## src/rtl/jtkicker_pkg.sv

```systemverilog
// Shared types and defaults for the kicker ROM arbiter.
package jtkicker_pkg;

  // Which requester owns the SDRAM transaction in flight.
  typedef enum logic {
    GNT_SCR = 1'b0,
    GNT_OBJ = 1'b1
  } grantee_e;

  // Arbiter sequencing: pick a miss, wait for the controller to accept, wait for data.
  typedef enum logic [1:0] {
    IDLE      = 2'd0,
    WAIT_ACK  = 2'd1,
    WAIT_DATA = 2'd2
  } state_e;

  localparam int              DEF_SCR_AW     = 13;
  localparam int              DEF_OBJ_AW     = 14;
  localparam int              DEF_SDRAM_AW   = 22;
  localparam logic [21:0]     DEF_SCR_OFFSET = 22'h0;
  localparam logic [21:0]     DEF_OBJ_OFFSET = 22'h2000;

  // When both sides miss, serve whoever was not served last so neither starves.
  function automatic grantee_e pick_grantee(input logic miss_scr, input logic miss_obj,
                                            input grantee_e last);
    grantee_e g;
    if (miss_scr && miss_obj) begin
      if (last == GNT_SCR) g = GNT_OBJ;
      else                 g = GNT_SCR;
    end else if (miss_obj) begin
      g = GNT_OBJ;
    end else begin
      g = GNT_SCR;
    end
    return g;
  endfunction

endpackage

```

## src/rtl/jtkicker_romarb_slot.sv

```systemverilog
// One requester's word buffer: latched address, valid flag, data, hit and miss detection.
module jtkicker_romarb_slot
  import jtkicker_pkg::*;
#(
  parameter int AW = 13
) (
  input  logic          clk,
  input  logic          rst_n,
  input  logic          cs,
  input  logic [AW-1:0] addr,
  input  logic          busy,
  input  logic [AW-1:0] inflight_addr,
  input  logic          load,
  input  logic [31:0]   din,
  output logic [31:0]   data,
  output logic          ok,
  output logic          miss
);

  logic [AW-1:0] lat;
  logic          v;

  // ok compares against the live address so a stale word is never flagged, even for one cycle.
  assign ok   = cs & v & (addr == lat);
  // A fetch already under way for this exact address is not a new miss.
  assign miss = cs & ~ok & ~(busy & (addr == inflight_addr));

  // Accept returning data only if the requester still wants the address that was fetched.
  always_ff @(posedge clk or negedge rst_n) begin
    // NOTE: the data buffer is reset along with lat/v; it is a single word, and clearing it
    // keeps outputs deterministic out of reset instead of relying on ok to mask X.
    if (!rst_n) begin
      lat  <= '0;
      v    <= 1'b0;
      data <= '0;
    end else if (load && cs && (addr == inflight_addr)) begin
      // NOTE: non-blocking so lat, v and data all update from pre-edge values together.
      data <= din;
      lat  <= inflight_addr;
      v    <= 1'b1;
    end
  end

endmodule

```

## src/rtl/jtkicker_romarb.sv

```systemverilog
// Shares one SDRAM read port between the scroll and object ROM fetchers.
module jtkicker_romarb
  import jtkicker_pkg::*;
#(
  parameter int                  SCR_AW     = DEF_SCR_AW,
  parameter int                  OBJ_AW     = DEF_OBJ_AW,
  parameter int                  SDRAM_AW   = DEF_SDRAM_AW,
  parameter logic [SDRAM_AW-1:0] SCR_OFFSET = DEF_SCR_OFFSET,
  parameter logic [SDRAM_AW-1:0] OBJ_OFFSET = DEF_OBJ_OFFSET
) (
  input  logic                clk,
  input  logic                rst_n,
  input  logic [SCR_AW-1:0]   scr_addr,
  output logic [31:0]         scr_data,
  output logic                scr_ok,
  input  logic                obj_cs,
  input  logic [OBJ_AW-1:0]   obj_addr,
  output logic [31:0]         obj_data,
  output logic                obj_ok,
  output logic                sdram_req,
  output logic [SDRAM_AW-1:0] sdram_addr,
  input  logic                sdram_ack,
  input  logic                sdram_dst,
  input  logic [31:0]         sdram_data
);

  // Wide enough to hold either requester's address.
  localparam int IA_W = (SCR_AW > OBJ_AW) ? SCR_AW : OBJ_AW;

  state_e              state;
  grantee_e            gnt;
  grantee_e            last_grant;
  grantee_e            next_gnt;
  logic [IA_W-1:0]     inflight_addr;
  logic                miss_scr;
  logic                miss_obj;
  logic                load;
  logic                scr_busy;
  logic                obj_busy;
  logic [SDRAM_AW-1:0] scr_req_addr;
  logic [SDRAM_AW-1:0] obj_req_addr;

  assign scr_busy = (state != IDLE) && (gnt == GNT_SCR);
  assign obj_busy = (state != IDLE) && (gnt == GNT_OBJ);
  // ack and dst together in WAIT_ACK behave as ack then dst: the data is still taken.
  assign load     = ((state == WAIT_DATA) && sdram_dst) ||
                    ((state == WAIT_ACK) && sdram_ack && sdram_dst);
  assign next_gnt = pick_grantee(miss_scr, miss_obj, last_grant);

  // Region offset wraps silently modulo the SDRAM address space.
  assign scr_req_addr = SDRAM_AW'(scr_addr) + SCR_OFFSET;
  assign obj_req_addr = SDRAM_AW'(obj_addr) + OBJ_OFFSET;

  jtkicker_romarb_slot #(.AW(SCR_AW)) u_scr (
    .clk           (clk),
    .rst_n         (rst_n),
    .cs            (1'b1),
    .addr          (scr_addr),
    .busy          (scr_busy),
    .inflight_addr (inflight_addr[SCR_AW-1:0]),
    .load          (load && (gnt == GNT_SCR)),
    .din           (sdram_data),
    .data          (scr_data),
    .ok            (scr_ok),
    .miss          (miss_scr)
  );

  jtkicker_romarb_slot #(.AW(OBJ_AW)) u_obj (
    .clk           (clk),
    .rst_n         (rst_n),
    .cs            (obj_cs),
    .addr          (obj_addr),
    .busy          (obj_busy),
    .inflight_addr (inflight_addr[OBJ_AW-1:0]),
    .load          (load && (gnt == GNT_OBJ)),
    .din           (sdram_data),
    .data          (obj_data),
    .ok            (obj_ok),
    .miss          (miss_obj)
  );

  // Request sequencer: grant a miss, hold the request until ack, then wait for the data strobe.
  always_ff @(posedge clk or negedge rst_n) begin
    if (!rst_n) begin
      state         <= IDLE;
      sdram_req     <= 1'b0;
      sdram_addr    <= '0;
      inflight_addr <= '0;
      gnt           <= GNT_SCR;
      last_grant    <= GNT_OBJ;
    end else begin
      case (state)
        IDLE: begin
          // A stray dst here is ignored: only the miss lines matter.
          if (miss_scr || miss_obj) begin
            gnt        <= next_gnt;
            last_grant <= next_gnt;
            sdram_req  <= 1'b1;
            state      <= WAIT_ACK;
            if (next_gnt == GNT_OBJ) begin
              sdram_addr    <= obj_req_addr;
              inflight_addr <= IA_W'(obj_addr);
            end else begin
              sdram_addr    <= scr_req_addr;
              inflight_addr <= IA_W'(scr_addr);
            end
          end
        end
        WAIT_ACK: begin
          // Request stays up even if the requester moves on; the stale data is dropped later.
          if (sdram_ack) begin
            sdram_req <= 1'b0;
            if (sdram_dst) state <= IDLE;
            else           state <= WAIT_DATA;
          end
        end
        WAIT_DATA: begin
          if (sdram_dst) state <= IDLE;
        end
        default: begin
          state     <= IDLE;
          sdram_req <= 1'b0;
        end
      endcase
    end
  end

endmodule

```

## config.mk

```make
export PLATFORM = sky130hd
export DESIGN_NAME = jtkicker_romarb
export DESIGN_NICKNAME = d
export VERILOG_FILES = /design/src/rtl/jtkicker_pkg.sv /design/src/rtl/jtkicker_romarb_slot.sv /design/src/rtl/jtkicker_romarb.sv
export SDC_FILE = /design/constraint.sdc
export NUM_CORES = 1
export LEC_CHECK = 0
export BUFFER_PORTS_ARGS = -buffer_cell sky130_fd_sc_hd__buf_2
export CAP_MARGIN = 20
export CORE_UTILIZATION = 37
export DETAILED_ROUTE_END_ITERATION = 8
export GPL_TIMING_DRIVEN = 0
export HOLD_SLACK_MARGIN = 0.15
export RECOVER_POWER = 25
export REMOVE_ABC_BUFFERS = 1
export SLEW_MARGIN = 40
export SYNTH_ARGS = -nofsm -noshare
export SYNTH_HDL_FRONTEND = slang
export SYNTH_SLANG_ARGS = --single-unit
```

## constraint.sdc

```tcl
create_clock -name clk -period 2.4 [get_ports clk]
set_input_delay 0.24 -clock clk [delete_from_list [all_inputs] [get_ports clk]]
set_output_delay 0.24 -clock clk [all_outputs]
set_load 0.05 [all_outputs]
```

# --- Word-level counts from Yosys, hierarchy flattened ---
# Cells that the tools add are included.
totals:
  inputBits: 64
  word_cells: 67
  register_bits: 134
classes:
  bitwise: 14
  eq_ne: 9
  n_reduce_logical: 18
  add_sub_neg: 1
  muxes: 13
ops:
  columns: ["cell", "count"]
  rows:
  - ["equality test 14 bit", 2]
  - ["equality test 13 bit", 2]
  - ["adder 14 x 14 -> 15 bit (second input constant)", 1]
  - ["2-to-1 mux 15 bit", 1]
  - ["2-to-1 mux 14 bit", 1]
  - ["logical AND 1 bit", 11]
  - ["AND 1 bit", 8]
  - ["2-to-1 mux 2 bit", 4]
  - ["inequality test 2 bit (second input constant)", 3]
  - ["inverter 1 bit", 6]
  - ["one-hot mux 2 bit (3 select lines)", 1]
  - ["AND reduction 3 bit", 2]
  - ["2-to-1 mux 1 bit", 5]
  - ["one-hot mux 1 bit (3 select lines)", 1]
  - ["equality test 2 x 1 -> 1 bit (second input constant)", 1]
  - ["equality test 2 bit (second input constant)", 1]
  - ["logical NOT 2 bit", 1]
  - ["logical OR 1 bit", 2]
  - ["AND reduction 2 bit", 1]
  - ["nonzero test 2 bit", 1]

# --- Longest topological paths before layout ---
# Gate-level depths: netlist (run 1).
depth:
  word_depth: 8
  depth_mapped: 7

# --- Modules after synthesis ---
# Synthesis (run 1) repeated with hierarchy kept, for this count alone.
unflattened:
  cells_unflattened: 394
  hier_area_um2: 5129.9
by_module_without_submodules:
  columns: ["mod", "instances", "seq_area_each_um2", "cells_each", "area_per_inst_um2"]
  rows:
  - ["jtkicker_romarb_slot (u_obj)", 1, 1176.1, 141, 2083.2]
  - ["jtkicker_romarb_slot (u_scr)", 1, 1151.1, 138, 2048.2]
  - ["jtkicker_romarb", 1, 501.7, 115, 998.5]

# --- Worst setup path before layout (run 1) ---
# No wires, ideal clock.
synth_timing:
  path_kind: "flip-flop to flip-flop"
  startpoint: "register u_scr.lat[4]"
  endpoint: "register inflight_addr[10]"
  t_required_ns: 2.277
  arrival_ns: 3.461
  slack_ns: -1.183
  synth_period_minus_slack_ns: 3.583
  stages_incl_launch_ff: 7
  cell_sequence: "dfrtp_1 > xnor2_1 > nand4_1 > nor4_1 > o2bb2ai_1 > buf_2 > o221a_2"
synth_via:
  elab_chain_cells: 7
  word_cells_on_any_way: 9
  cone_classes: "1 x eq/ne; 2 x mux; 3 x bitwise; 3 x reduce/logical"
synth_rtl:
  columns: ["item", "line", "text"]
  rows:
  - ["from (decl)", "jtkicker_romarb_slot.sv:20", "logic [AW-1:0] lat;"]
  - ["from (signal assigned)", "jtkicker_romarb_slot.sv:39", "lat <= inflight_addr;"]
  - ["equality test 13 bit *", "jtkicker_romarb_slot.sv:24", "assign ok = cs & v & (addr == lat);"]
  - ["AND 1 bit *", "jtkicker_romarb_slot.sv:24", null]
  - ["net scr_ok", "jtkicker_romarb.sv:15", "output logic scr_ok,"]
  - ["inverter 1 bit *", "jtkicker_romarb_slot.sv:26", "assign miss = cs & ~ok & ~(busy & (addr == inflight_addr));"]
  - ["AND 1 bit *", "jtkicker_romarb_slot.sv:26", null]
  - ["logical AND 1 bit", "jtkicker_pkg.sv:27", "if (miss_scr && miss_obj) begin"]
  - ["2-to-1 mux 1 bit", "jtkicker_pkg.sv:27", null]
  - ["2-to-1 mux 14 bit", "jtkicker_romarb.sv:100", "if (next_gnt == GNT_OBJ) begin"]
  - ["to (signal assigned)", "jtkicker_romarb.sv:102", "inflight_addr <= IA_W'(obj_addr);"]
  - ["to (signal assigned)", "jtkicker_romarb.sv:105", "inflight_addr <= IA_W'(scr_addr);"]
  - ["to (decl)", "jtkicker_romarb.sv:34", "logic [IA_W-1:0] inflight_addr;"]
# Mark *: on every way through the listed nets, which the timed path passes. The rest lies on a longest branch.
# A chain may end at the register's enable or synchronous reset.

# --- Worst setup path in the final report (run 1) ---
layout_timing:
  startpoint: "register inflight_addr[0]"
  endpoint: "register u_scr.data[13]"
layout_via:
  elab_chain_cells: 2
layout_rtl:
  columns: ["item", "line", "text"]
  rows:
  - ["equality test 13 bit", "jtkicker_romarb_slot.sv:36", "end else if (load && cs && (addr == inflight_addr)) begin"]
  - ["logical AND 1 bit", "jtkicker_romarb_slot.sv:36", null]
  - ["to (signal assigned)", "jtkicker_romarb_slot.sv:38", "data <= din;"]
  - ["to (decl)", "jtkicker_romarb_slot.sv:15", "output logic [31:0] data,"]
# No other way between the ends.

==> run metrics, run 1 <==
reg-to-reg endpoint=u_scr.data[13]$_DFFE_PN0P_; number of global-route vias before repair=3993; Slew Viols, Final=0; DR pass1 iterations=4; Critical Path Start Type=flop; Synth cell types=31; YS warnings=0; HP Start=scr_addr[6]; Setup WS pre-CTS=-723.0 ps; Hold Path Class=in -> reg; via count=3688; Reg2Reg Depth=8; core footprint=0.01324 mm^2; Tot GR Track Use=19.14%; total congestion overflow=0; CP max stage delay=450 ps; ratio of final minimum period to clock period=96.47%; final WL=12.69 mm; register area share after synthesis=56.09%; initial antenna violation count=0; RSZ-0062 raised after global routing=false; synthesis-to-finish area growth=44.28%; reg2reg start=inflight_addr[0]$_DFFE_PN0P_; Mapped Avg Cell Area=14.09 um^2; Port Buffers=145; Die Ht=118.8 um; Met1 Wirelength=5.381 mm; worst setup margin=84.77 ps; Pwr Total=6.450 mW; Clock H-tree levels=4; IO Pins=153; MaxCap Viol Count=0; CP arrival=2610 ps; CP Max Fanout=10; ant diodes=0; Worst Tran Pin Value=1056 ps; met2 WL post-DR=6.240 mm; Cells after Synth=358; Max Clock Skew=11.96 ps; critical path type=reg -> reg; fmax=0.4319 GHz; die area=0.01410 mm^2; vias per cell=4.834; root buf cell=clkbuf_16; layout cells sized above 1=54.86%; drt drc=0; Synth async-reset ratio=100.0%; endpoint class of the critical path=flop; status=completed; DIE WIDTH=118.8 um; Routed WL per cell=16.64 um; final net count=638; num rows=42; most common cell after layout, fill and taps aside=buf_2; largest net degree at the start of global routing=75; Worst R2R Setup Slack=80 ps; clk slew on worst S/H paths=50 ps; CP top delay family=simple AND/OR/NAND/NOR gates; Skew-Pair Late Insertion Delay=410 ps; fin util=54.95%; highest metal used=met4; number of synthesized flops with an enable pin=0; leading cell types in the layout, fill and taps excluded=144 x buf_2, 105 x dfrtp_1, 87 x mux2_2, 44 x dlygate4sd3_1, 27 x xor2_1; worst path bufs/invs=3; relative slew slack=29.60%; VDD IR-drop max=0.5147 mV; Initial Util=38.09%; CP Cell Sequence=xor2_1 > nor4_2 > nand4_1 > nor4_4 > buf_6 > buf_4 > clkbuf_16 > mux2_2; post-route ant nets=0; # setup viols final=0; post-detail-place hpwl=8.605 mm; clk buf depth=2; dominant synthesized flop cell=dfrtp_1; final hold violations=0; drt initial violations=138; first-pass GRT wire length=20.64 mm; routed wl met3=885 um; Crit-path slowest cell=dfrtp_1; pwr/cell area=886.4 mW/mm^2; hold-critical path depth=2; Final min period=2315 ps; TritonCTS clock tree=built; Post-Syn Area=0.005044 mm^2; hold endpoint=inflight_addr[6]$_DFFE_PN0P_; Required @ worst endpoint=2690 ps; routability cong.=0.7892; register bit total from synthesis=113; Clock Sinks=113; CTS Buf Count=17; Leakage=3.703 nW
-- area by class of cell --
class / instances / area, um^2
sequential: 113 / 2838
fill: 1162 / 5966
inverter: 8 / 30.03
clock buffer: 23 / 488.0
timing repair buffer: 213 / 1431
tap: 176 / 220.2
multi-input combinational: 221 / 2141
clock inverter: 9 / 128.9
-- timing repair --
action,4_1_cts,5_1_grt
pin swaps,5,9
setup endpoints to repair,61,52
cloned,0,1
buffers inserted,4,11
gates resized for setup,17,8
hold endpoints to repair,188,0
hold buffers,44,0
-- worst max-delay path by stage --
| stage | from | end | slack, ps | cells past startpoint |
|---|---|---|---|---|
| 6_report | inflight_addr[0]$_DFFE_PN0P_ | u_scr.data[13]$_DFFE_PN0P_ | 80 | 8 |
| 2_1_floorplan | u_scr.lat[4]$_DFFE_PN0P_ | inflight_addr[0]$_DFFE_PN0P_ | -1330 | 5 |
| 3_3_place_gp | inflight_addr[8]$_DFFE_PN0P_ | u_scr.data[5]$_DFFE_PN0P_ | -1920 | 5 |
| 4_1_cts | inflight_addr[6]$_DFFE_PN0P_ | u_scr.data[24]$_DFFE_PN0P_ | 0.2 | 9 |
| 5_1_grt | inflight_addr[0]$_DFFE_PN0P_ | u_scr.data[26]$_DFFE_PN0P_ | 5 | 8 |
| 3_5_place_dp | inflight_addr[6]$_DFFE_PN0P_ | u_scr.data[24]$_DFFE_PN0P_ | -720 | 10 |
-- layer usage --
metal / vias to the layer above / track usage, %
met5: - / 0
met2: 134 / 31.14
met3: 15 / 7.046
li1: 1717 / -
met4: 0 / 7.991
met1: 1822 / 22.75
-- worst register-to-register path: cells and delay by family, from the launching register on --
family	cells	cell delay, ps
and+or+nand+nor	3	760
buffers and inverters	3	450
DFF	1	450
muxes	1	340
xor gates and xnor gates	1	200
-- cell families after synthesis --
logic type,share of synthesized area (%)
other,0.07435
muxes,20.32
xor gates and xnor gates,9.377
buffers and inverters,3.498
DFF,56.09
AOI/OAI and AO/OA,4.490
and+or+nand+nor,6.153
-- synth_stat cells (2+ instances only) --
master,count,area [um^2]
a21o_1,2,15.01
buf_2,6,30.03
buf_4,7,52.55
buf_6,4,45.04
clkbuf_1,5,18.77
dfrtp_1,112,2803
inv_1,8,30.03
mux2_1,4,45.04
mux2_2,87,979.7
nand2_1,3,11.26
nand3_1,2,10.01
nand4_1,8,50.05
nand4b_1,13,113.9
nor2_1,2,7.510
nor4_1,8,50.05
o21ai_0,5,25.02
o221a_2,13,146.4
o22ai_1,2,12.51
or2_2,3,18.77
xnor2_1,26,227.7
xor2_1,28,245.2
-- power by group --
part	internal, mW	leakage (nW)	switching (mW)
logic	0.571	1.89	0.993
registers	2.07	1.52	0.216
clock network	1.74	0.299	0.859
-- flip-flops by register name (all words and copies together) (netlist names) --
name	count
u_scr.lat	13
u_obj.data	32
inflight_addr	14
sdram_addr	1
gnt	1
last_grant	1
state	2
u_obj.lat	14
u_obj.v	1
u_scr.v	1
sdram_req	1
u_scr.data	32
-- through the flow --
stage | setup TNS [ps] | std cells | cell area (um^2) | hold slack [ps]
3_5_place_dp | -23770 | 674 | 6028 | 143.2
3_3_place_gp | -185020 | 663 | 5866 | 431.8
4_1_cts | 0 | 753 | 7173 | 158.1
6_report | 0 | 763 | 7277 | 179.1
2_1_floorplan | -90100 | 342 | 4920 | -55.59
5_1_grt | 0 | 763 | 7277 | 163.3
(Power assumes the default switching activity.)
==> run 2, diff against run 1 <==
--- a/config.mk
+++ b/config.mk
@@ -7,6 +7,7 @@
 export LEC_CHECK = 0
 export BUFFER_PORTS_ARGS = -buffer_cell sky130_fd_sc_hd__buf_2
 export CAP_MARGIN = 20
+export CORE_ASPECT_RATIO = 0.7
 export CORE_UTILIZATION = 37
 export DETAILED_ROUTE_END_ITERATION = 8
 export GPL_TIMING_DRIVEN = 0
==> constraint.sdc (replaced) <==
create_clock -name clk -period 2.6 [get_ports clk]
set_input_delay 0.26 -clock clk [delete_from_list [all_inputs] [get_ports clk]]
set_output_delay 0.26 -clock clk [all_outputs]
set_load 0.05 [all_outputs]
==> run metrics, run 2 (synthesis results as in run 1) <==
status=completed; final WL=12.42 mm; Initial Util=38.14%; Die Ht=99.68 um; VDD IR-drop max=0.3828 mV; Critical Path Start Type=flop; Met1 Wirelength=5.898 mm; # placed instances=683; Leakage=3.599 nW; die area=0.01411 mm^2; worst path bufs/invs=1; Crit-path slowest cell=and4_4; leading cell types in the layout, fill and taps excluded=146 x buf_2, 109 x dfrtp_1, 87 x mux2_2, 35 x dlygate4sd3_1, 28 x xor2_1; clk buf depth=2; routed wl met3=690 um; Clock H-tree levels=4; Setup TNS=0 ps; initial antenna violation count=0; MaxCap Viol Count=0; final hold violations=0; Tot GR Track Use=18.58%; # setup viols final=0; critical path type=reg -> reg; CP top delay family=simple AND/OR/NAND/NOR gates; num rows=35; total congestion overflow=0; ratio of final minimum period to clock period=94.91%; core footprint=0.01323 mm^2; crit path from=inflight_addr[11]$_DFFE_PN0P_; Clock Sinks=113; dpl cell area=0.006028 mm^2; Post-Layout Cell Count=755; vias per cell=4.869; largest net degree at the start of global routing=59; hold slack final=175.0 ps; Skew-Pair Late Insertion Delay=400 ps; Worst Tran Pin Value=1419 ps; fin util=53.21%; IO Pins=153; Routed WL per cell=16.45 um; drt initial violations=197; Regs by FF count=u_obj.data: 32 flops, u_scr.data: 32 flops; clk slew on worst S/H paths=60 ps; pwr/cell area=823.7 mW/mm^2; CTS Buf Count=17; synthesis-to-finish area growth=39.52%; Final min period=2468 ps; ant diodes=0; final net count=622; CP Max Fanout=29; DIE WIDTH=141.5 um; DR pass1 iterations=4; Max Clock Skew=11.09 ps; CP max stage delay=520 ps; layout cells sized above 1=54.04%; Filler Cell Count=1156; relative slew slack=5.383%; Hold Path Class=in -> reg; number of global-route vias before repair=3745; reg2reg start=inflight_addr[11]$_DFFE_PN0P_; HP Start=scr_addr[8]; endpoint class of the critical path=flop; root buf cell=clkbuf_16; Required @ worst endpoint=2880 ps; Slew Viols, Final=0; met2 WL post-DR=5.702 mm; first-pass GRT wire length=19.86 mm; drt drc=0; routability cong.=0.7730; most common cell after layout, fill and taps aside=buf_2; post-detail-place hpwl=8.620 mm; post-route ant nets=0; TritonCTS clock tree=built; fmax=0.4053 GHz; Port Buffers=145; highest metal used=met4; via count=3676; CP Cell Sequence=xnor2_1 > nand4_1 > nor4_1 > and4_4 > buf_12 > mux2_2; CP arrival=2740 ps; Post-Layout Inst Area=0.007037 mm^2
## run 2: cell count changes in the layout (fill, tap and decap cells not counted), moves of 3 or more
cell,previous run,this run
dlygate4sd3_1,44,35
clkbuf_8,4,0
dfrtp_1,105,109
dfrtp_2,7,3
clkinv_2,3,6
## run 2: timing repair
| item | 4_1_cts | 5_1_grt |
|---|---|---|
| pin swaps | 2 | 3 |
| gates resized for setup | 2 | 8 |
| setup endpoints to repair | 40 | 20 |
| hold buffers | 35 | 0 |
| endpoints found under the hold margin | 122 | 0 |
| buffers inserted | 2 | 4 |
## run 2: metrics by stage
step | power (mW) | setup slack, ps
4_1_cts | 5.836 | 26.96
3_5_place_dp | 3.483 | -332.9
5_1_grt | 6.059 | -3.552
2_1_floorplan | 3.013 | -1127
6_report | 5.796 | 132.4
3_3_place_gp | 3.423 | -1833
## run 2: area by class of cell
class | count | area, um^2 | area share (%)
clock buffer | 19 | 432.9 | 6.152
clock inverter | 12 | 142.6 | 2.027
inverter | 8 | 30.03 | 0.4267
multi-input combinational | 221 | 2132 | 30.30
sequential | 113 | 2833 | 40.26
tap | 185 | 231.5 | 3.289
timing repair buffer | 197 | 1235 | 17.55
## run 2: per-layer routing
layer	vias up	global-route usage (%)
met5	-	0
met4	0	8.023
met3	13	3.804
met2	118	27.93
met1	1861	26.04
li1	1684	-
## run 2: final timing paths
kind                                                     end  slack [ps]  depth (start not counted)
worst max-delay path              u_obj.data[13]$_DFFE_PN0P_         130                          6
worst min-delay path            inflight_addr[8]$_DFFE_PN0P_         180                          2
worst max register to register    u_obj.data[13]$_DFFE_PN0P_         130                          6
worst min register to register           u_scr.v$_DFFE_PN0P_         460                          1
max in group asynchronous             last_grant$_DFFE_PN1P_         910                          3
min in group asynchronous           u_obj.lat[5]$_DFFE_PN0P_         730                          2
## run 2: report_power, final
group / switching (mW) / internal (mW) / leakage, nW
Combinational: 0.901 / 0.492 / 1.80
Sequential: 0.221 / 1.91 / 1.52
Clock: 0.785 / 1.49 / 0.278
==> run 3, diff against run 2 <==
--- a/config.mk
+++ b/config.mk
@@ -5,6 +5,7 @@
 export SDC_FILE = /design/constraint.sdc
 export NUM_CORES = 1
 export LEC_CHECK = 0
+export ABC_AREA = 1
 export BUFFER_PORTS_ARGS = -buffer_cell sky130_fd_sc_hd__buf_2
 export CAP_MARGIN = 20
 export CORE_ASPECT_RATIO = 0.7
@@ -12,6 +13,7 @@
 export DETAILED_ROUTE_END_ITERATION = 8
 export GPL_TIMING_DRIVEN = 0
 export HOLD_SLACK_MARGIN = 0.15
+export PLACE_DENSITY = 0.69
 export RECOVER_POWER = 25
 export REMOVE_ABC_BUFFERS = 1
 export SLEW_MARGIN = 40
==> run metrics, run 3 <==
CTS Buf Count=17; clk slew on worst S/H paths=50 ps; Gate power share=30.3%; crit path from=obj_addr[13]; register bit total from synthesis=113; register area share after synthesis=50.47%; root buf cell=clkbuf_16; # setup viols final=0; routability cong.=0.9089; commonest cells in the netlist=303 x nand2_1, 112 x dfrtp_1, 104 x inv_1; first-pass GRT wire length=25.56 mm; reg2reg start=inflight_addr[2]$_DFFE_PN0P_; Slew Viols, Final=0; number of global-route vias before repair=5087; Synth top area share=50.00%; vias per cell=4.602; Post-Syn Area=0.005605 mm^2; pwr/cell area=819.8 mW/mm^2; DIE WIDTH=149.1 um; Skew-Pair Late Insertion Delay=410 ps; CP Max Fanout=15; most numerous cell in the Yosys netlist=nand2_1; DR pass1 iterations=5; Clock Sinks=113; clk buf depth=2; CP arrival=2670 ps; Port Buffers=145; VDD IR-drop max=0.4539 mV; dominant synthesized flop cell=dfrtp_1; synthesis-to-finish area growth=34.20%; RSZ-0062 raised after global routing=false; HP Start=scr_addr[4]; Setup WS pre-CTS=-47.02 ps; multi-input logic area=0.002231 mm^2; largest net degree at the start of global routing=72; drt initial violations=461; leading cell types in the layout, fill and taps excluded=303 x nand2_1, 144 x buf_2, 112 x dfrtp_1, 104 x inv_1, 88 x o21ai_1; synth top area cells=dfrtp_1 50%, nand2_1 20%, o21ai_1 7.9%; endpoint class of the critical path=flop; Pwr Total=6.167 mW; critical path type=in -> reg; number of synthesized flops with an enable pin=0; drt drc=0; post-detail-place hpwl=11.06 mm; Post-Layout Cell Count=1158; Synth area leader=dfrtp_1; status=completed; Final min period=2327 ps; Net Sw Frac=38.99%; Regs by FF count=u_obj.data: 32 flops, u_scr.data: 32 flops; Cells after Synth=765; TritonCTS clock tree=built; ant diodes=0; final net count=1016; relative slew slack=26.69%; final hold violations=0; # placed instances=1091; die area=0.01565 mm^2; Clk pwr share=34.7%; ratio of final minimum period to clock period=89.49%; num rows=37; worst setup margin=273.2 ps; Required @ worst endpoint=2950 ps; Int Pwr=3.762 mW; Worst Tran Pin Value=1100 ps; Max Clock Skew=7.872 ps; Leakage=4.196 nW; hold slack final=233.8 ps; via count=5329; Clock H-tree levels=4; MaxCap Viol Count=0; sequential power share=35.0%; core footprint=0.01472 mm^2; IO Pins=153; total congestion overflow=0; Critical Path Start Type=input port; layout cells sized above 1=21.50%; Tot GR Track Use=21.29%; most common cell after layout, fill and taps aside=nand2_1; Synth async-reset ratio=100.0%; YS warnings=0; initial antenna violation count=1; Die Ht=105.0 um; final WL=15.74 mm; Initial Util=38.08%; Hold Path Class=in -> reg; register cell area after layout=0.002829 mm^2; Filler Cell Count=1443; post-route ant nets=0; NetSw=2.405 mW; Synth cell types=25; Routed WL per cell=13.59 um; fmax=0.4298 GHz; Mapped Avg Cell Area=7.327 um^2
[run 3: cell count changes after synthesis, sizes merged, moves of 3 or more]
cell / change
buf: +3
clkbuf: +6
inv: +103
mux2: -91
nand2: +303
nand3: +39
nand4b: -13
nor2: +44
nor4: -8
o21ai: +92
o221a: -13
or2: -3
xnor2: -20
xor2: -28
[run 3: power groups by stage]
stage	logic [mW]	clock network, mW	registers, mW
2_1_floorplan	0.775	0	2.65
3_3_place_gp	1.78	0	2.18
3_5_place_dp	1.81	0	2.18
4_1_cts	1.86	2.19	2.16
5_1_grt	2.05	2.28	2.19
6_report	1.87	2.14	2.16
[run 3: path summary, 6_finish.rpt]
check	to	slack, ps	depth (start not counted)
worst max-delay path	inflight_addr[11]$_DFFE_PN0P_	270	15
worst min-delay path	inflight_addr[4]$_DFFE_PN0P_	230	5
worst max register to register	inflight_addr[11]$_DFFE_PN0P_	280	10
worst min register to register	u_obj.v$_DFFE_PN0P_	470	2
max in group asynchronous	last_grant$_DFFE_PN1P_	1070	3
min in group asynchronous	u_obj.data[28]$_DFFE_PN0P_	600	2
[run 3: metrics by stage]
step / util, % / TNS, ps / cell area [um^2]
after floorplan: - / -56370 / 5456
after global placement: 43.65 / -160410 / 6426
after detailed placement: 44.84 / -256.1 / 6601
after CTS: 51.08 / 0 / 7520
after global routing: 51.10 / 0 / 7522
final: 51.10 / 0 / 7522
[run 3: critical path, cell delays in order]
cell and delay [ps]:
dlygate4sd3_1 530, buf_2 140, inv_1 80, nand2_1 50, nand2_1 70, nor2_1 60, nand2_1 60, nor2_1 40
nand2_1 110, nand2_1 100, nor2_4 430, nand2_2 360, nand2_1 180, nand3_1 100, nand2_1 90
[run 3: kinds of logic after synthesis]
group / after synthesis / share of synthesized area [%]
DFF: 113 / 50.47
and+or+nand+nor: 404 / 29.13
other: 1 / 0.06690
xor gates and xnor gates: 6 / 0.9375
buffers and inverters: 142 / 10.49
AOI/OAI and AO/OA: 99 / 8.906
[run 3: per-layer routing]
metal / vias to the layer above / share of wire (%) / GRT usage, %
li1: 2721 / - / -
met1: 2404 / 50 / 30.95
met2: 183 / 41 / 30.27
met3: 19 / 8.2 / 6.900
met4: 2 / 1.1 / 5.102
met5: - / 0.083 / 0
[run 3: repair_timing]
| action | 4_1_cts | 5_1_grt |
|---|---|---|
| gates resized for setup | 0 | 1 |
| pin swaps | 1 | 0 |
| hold buffers | 36 | 0 |
| endpoints found under the hold margin | 154 | 0 |
| endpoints found under the setup margin | 6 | 13 |
| setup buffers | 1 | 0 |
[run 3: layout make-up]
type                            instances  area share [%]
Clock inverter                          8          0.7485
Multi-Input combinational cell        516           29.66
Clock buffer                           22           6.570
Tap cell                              195           3.244
Inverter                              111           5.539
Timing Repair Buffer                  193           16.63
Sequential cell                       113           37.61
